===== src/rtl/nibble_divider.sv =====
// Sequential unsigned restoring divider: one quotient bit per clock, start/busy/done handshake.
// A zero divisor skips iteration and reports all-ones quotient with div_by_zero after one cycle.
module nibble_divider #(
   parameter int unsigned DW = 8,
   parameter int unsigned VW = 4
) (
   input  logic          clk,
   input  logic          rst,
   input  logic          start,
   input  logic [DW-1:0] dividend,
   input  logic [VW-1:0] divisor,
   output logic          busy,
   output logic          done,
   output logic [DW-1:0] quotient,
   output logic [VW-1:0] remainder,
   output logic          div_by_zero
);

   localparam int unsigned CW = (DW > 1) ? $clog2(DW) : 1;

   // StZero is the one internal cycle that resolves a zero divisor; busy stays low there.
   typedef enum logic [1:0] {StIdle, StRun, StZero, StDone} state_e;

   state_e        state_q, state_d;
   logic [DW-1:0] shift_q, shift_d;
   logic [VW-1:0] divr_q, divr_d;
   logic [VW:0]   part_q, part_d;
   logic [CW-1:0] cnt_q, cnt_d;
   logic [DW-1:0] quot_q, quot_d;
   logic [VW-1:0] rem_q, rem_d;
   logic          dbz_q, dbz_d;

   logic [VW:0]   p;
   logic [VW:0]   p_sub;
   logic          q_bit;

   always_comb begin
      state_d = state_q;
      shift_d = shift_q;
      divr_d  = divr_q;
      part_d  = part_q;
      cnt_d   = cnt_q;
      quot_d  = quot_q;
      rem_d   = rem_q;
      dbz_d   = dbz_q;

      p     = {part_q[VW-1:0], shift_q[DW-1]};
      p_sub = p - {1'b0, divr_q};
      q_bit = (p >= {1'b0, divr_q});

      unique case (state_q)
         StIdle, StDone: begin
            if (start) begin
               shift_d = dividend;
               divr_d  = divisor;
               part_d  = '0;
               cnt_d   = '0;
               dbz_d   = 1'b0;
               state_d = (divisor == '0) ? StZero : StRun;
            end else if (state_q == StDone) begin
               state_d = StIdle;
            end
         end
         StRun: begin
            part_d  = q_bit ? p_sub : p;
            shift_d = {shift_q[DW-2:0], q_bit};
            cnt_d   = cnt_q + 1'b1;
            if (cnt_q == CW'(DW - 1)) begin
               quot_d  = {shift_q[DW-2:0], q_bit};
               rem_d   = q_bit ? p_sub[VW-1:0] : p[VW-1:0];
               state_d = StDone;
            end
         end
         StZero: begin
            quot_d  = '1;
            rem_d   = '0;
            dbz_d   = 1'b1;
            state_d = StDone;
         end
         default: state_d = StIdle;
      endcase
   end

   always_ff @(posedge clk) begin
      if (rst) begin
         state_q <= StIdle;
         shift_q <= '0;
         divr_q  <= '0;
         part_q  <= '0;
         cnt_q   <= '0;
         quot_q  <= '0;
         rem_q   <= '0;
         dbz_q   <= 1'b0;
      end else begin
         state_q <= state_d;
         shift_q <= shift_d;
         divr_q  <= divr_d;
         part_q  <= part_d;
         cnt_q   <= cnt_d;
         quot_q  <= quot_d;
         rem_q   <= rem_d;
         dbz_q   <= dbz_d;
      end
   end

   assign busy        = (state_q == StRun);
   assign done        = (state_q == StDone);
   assign quotient    = quot_q;
   assign remainder   = rem_q;
   assign div_by_zero = dbz_q;

endmodule


===== config.mk =====
export PLATFORM = sky130hd
export DESIGN_NAME = nibble_divider
export DESIGN_NICKNAME = d
export VERILOG_FILES = /design/src/rtl/nibble_divider.sv
export SDC_FILE = /design/constraint.sdc
export NUM_CORES = 1
export LEC_CHECK = 0
export BUFFER_PORTS_ARGS = -buffer_cell sky130_fd_sc_hd__buf_2
export CAP_MARGIN = 20
export CORE_MARGIN = 2
export CORE_UTILIZATION = 25
export DETAILED_ROUTE_END_ITERATION = 10
export PLACE_DENSITY = 0.47
export SYNTH_ARGS = -nofsm -noshare
export SYNTH_HDL_FRONTEND = slang
export SYNTH_SLANG_ARGS = --single-unit

===== constraint.sdc =====
create_clock -name clk -period 2.15 [get_ports clk]
set_clock_uncertainty 0.15 [all_clocks]
set_input_delay 0.3225 -clock clk [delete_from_list [all_inputs] [get_ports clk]]
set_output_delay 0.3225 -clock clk [all_outputs]
set_load 0.03 [all_outputs]

==> flow_metrics.tcl <==
set metrics [dict create \
    ff2ff_path_depth 6 \
    p_sw_mw 1.28 \
    setup_viol 0 \
    min_period_ps 2050 \
    clkTransAtPathRegs_ps 70 \
    p_leak_nw 0.870 \
    switching_share 0.425 \
    finalCritPeriodShare 0.952 \
    ioPinCount 30 \
    synth-xor-area-share 0.00514 \
    drt_iter0_markers 46 \
    worstSetupPathType "flop to flop" \
    p_per_area_mw_per_mm2 1440 \
    synth_edf_count 0 \
    synthMuxAreaShare 0.0543 \
    num_antenna_cells 0 \
    clock-sinks 34 \
    synth_fa_ha_area_frac 0.0778 \
    comb_power_share 0.519 \
    hp-start "divisor[0]" \
    synthSimpleGateAreaFrac 0.219 \
    final_common_cell "dfxtp_1" \
    clock.fmax_mhz 489 \
    clockBufferDepth 2 \
    die_area_mm2 0.00750 \
    grt_pass1_vias 1447 \
    met3_usage 0.0343 \
    first_pass_iters 4 \
    io_buffers 29 \
    routed_wirelength_um 3890 \
    hold_path_depth 3 \
    final_nets 258 \
    wl_per_cell_um 12.4 \
    start_util 0.255 \
    rsz0062_at_grt "false" \
    p_clk_frac 0.163 \
    final_cell_mix "34 x dfxtp_1, 29 x buf_2, 24 x nor2_1, 21 x nand2_1, 11 x buf_4" \
    syn_nets 220 \
    cp.arrival_ps 2100 \
    drc 0 \
    hold_class "input port to flop" \
    cts_tree "yes" \
    place.gp.congestion 0.759 \
    synthFlopType "dfxtp_1" \
    cts_htree_levels 2 \
    relSlewSlack 0.754 \
    drive_above_1_share 0.231 \
    met2_usage 0.193 \
    top_usage_layer "met2" \
    rrSetupSlack_ps 100 \
    ys_warn_count 0 \
    cts_setup_buffers 0 \
    hold_path_end "divr_q[0]" \
    synth_area_mm2 0.00171 \
    via_count 1466 \
    ys_ff_latch 34 \
    tightest_slew_ps 368 \
    drtAntennaViolNets 0 \
    synthesis.instances 195 \
    p_int_mw 1.73 \
    grt_max_degree 26 \
    startpoint_type "flop" \
    cts_resized 0 \
    async_reset_ff_frac 0 \
    cts_buffers 5 \
    finalMaxSlewViolations 0 \
    fillerInstances 733 \
    stdcell_count 314 \
    grt_usage 0.115 \
    status "finished, final reports clean" \
    crit-reg2reg-launch "state_q[0]" \
    root_buffer "clkbuf_8" \
    vias_per_cell 4.67 \
    die_h_um 86.6 \
    syn_to_final_growth_pct 22.4 \
    core_mm2 0.00668 \
    placedCellCount 306 \
    yosysSeqAreaShare 0.399 \
    finalHoldViolCount 0 \
    synth_compound_area_frac 0.191 \
    antenna_found_initial 0 \
    dieWidth_um 86.6 \
    cp-end-kind "flop" \
    grt_overflow_total 0 \
    worstPathRequired_ps 2200 \
    max_cap_violations 0 \
    setup_tns_ps 0 \
    hpwl_um 2980 \
    clock_latency_ps 280 \
    power.share.sequential 0.318 \
    crit_fanout 4 \
    grt_pass1_wl_um 6850 \
    synth_top_family_by_area "simple AND/OR/NAND/NOR gates" \
    postCtsHoldBufs 0 \
    rows 30 \
    ir_drop_uv 601 \
    r2r-end "part_q[1]" \
    syn_avg_cell_area_um2 8.75 \
    finalHoldWorstSlack_ps 151 \
    ys_types 42 \
    grt_use_met1 0.143 \
]
[per-layer routing]
layer | vias to the layer above | wire, um
li1 | 777 | -
met4 | 0 | 44
met3 | 5 | 157
met1 | 665 | 1850
met5 | - | 0
met2 | 19 | 1840
[layout make-up]
cell class	count	area, um2	share of cell area
clock buffers	6	82.6	0.0396
clock inverters	2	12.5	0.00600
inverters	10	37.5	0.0180
multi-input cells	141	935	0.448
flip-flops and latches	34	681	0.326
well taps	80	100	0.0480
repair buffers	41	239	0.115
[power groups by stage]
stage	clock network [mW]	logic, mW	registers, mW
after floorplan	0	1.05	1.05
after global placement	0	1.57	0.971
after detailed placement	0	1.57	0.974
after CTS	0.517	1.58	0.961
after global routing	0.542	1.77	0.986
final	0.493	1.56	0.958
[critical path, cell delays in order (launching register included)]
cell and delay (ps):
dfxtp_1 380, inv_1 60, ha_1 300, nor2b_1 150
or3_1 360, or4b_1 480, o211ai_1 100
[cells in the mapped netlist (all sizes together), types with 2 or more instances]
cell | number | area (um2)
or4 | 2 | 15.0
o211ai | 8 | 60.1
o22ai | 7 | 43.8
clkbuf | 4 | 15.0
a21oi | 7 | 35.0
nand2b | 4 | 25.0
a211oi | 8 | 60.1
nor4b | 2 | 17.5
or3 | 3 | 18.8
inv | 10 | 37.5
nand3 | 5 | 25.0
o21ai | 6 | 30.0
mux2i | 7 | 70.1
nor2 | 25 | 96.4
nor3 | 3 | 15.0
dfxtp | 34 | 681
nand2 | 21 | 78.8
a32oi | 4 | 35.0
or2 | 2 | 12.5
mux2 | 2 | 22.5
nand3b | 3 | 22.5
buf | 6 | 37.5
ha | 9 | 113
[cells by family (layout without fill, tap and decap cells)]
family | Yosys count | count (layout)
adder cells (fa/ha/maj) | 10 | 10
flip-flops | 34 | 34
XOR/XNOR | 1 | 1
AO/OA/AOI/OAI | 45 | 45
buffers and inverters | 20 | 59
AND/OR/NAND/NOR | 76 | 76
multiplexers | 9 | 9
[metrics by stage]
stage,setup slack [ps],util,power [mW],instance area [um2]
after floorplan,83.4,-,2.10,1710
after global placement,101,0.298,2.54,1990
after detailed placement,103,0.298,2.54,1990
after CTS,76.2,0.312,3.05,2080
after global routing,18.6,0.312,3.30,2090
final,103,0.312,3.01,2090
[state kept, by name, indices dropped and copies added (netlist names)]
name and count:
quotient 8, state_q 2, part_q 4, shift_q 8, divr_q 4, div_by_zero 1, remainder 4, cnt_q 3
[worst max-delay path by stage]
stage / startpoint / to / cells after the start
after floorplan: state_q[0] / part_q[2] / 6
after global placement: state_q[0] / part_q[1] / 6
after detailed placement: state_q[0] / part_q[1] / 6
after CTS: state_q[0] / part_q[1] / 6
after global routing: shift_q[7] / part_q[1] / 7
final: state_q[0] / part_q[1] / 6
(Power assumes the default switching activity.)
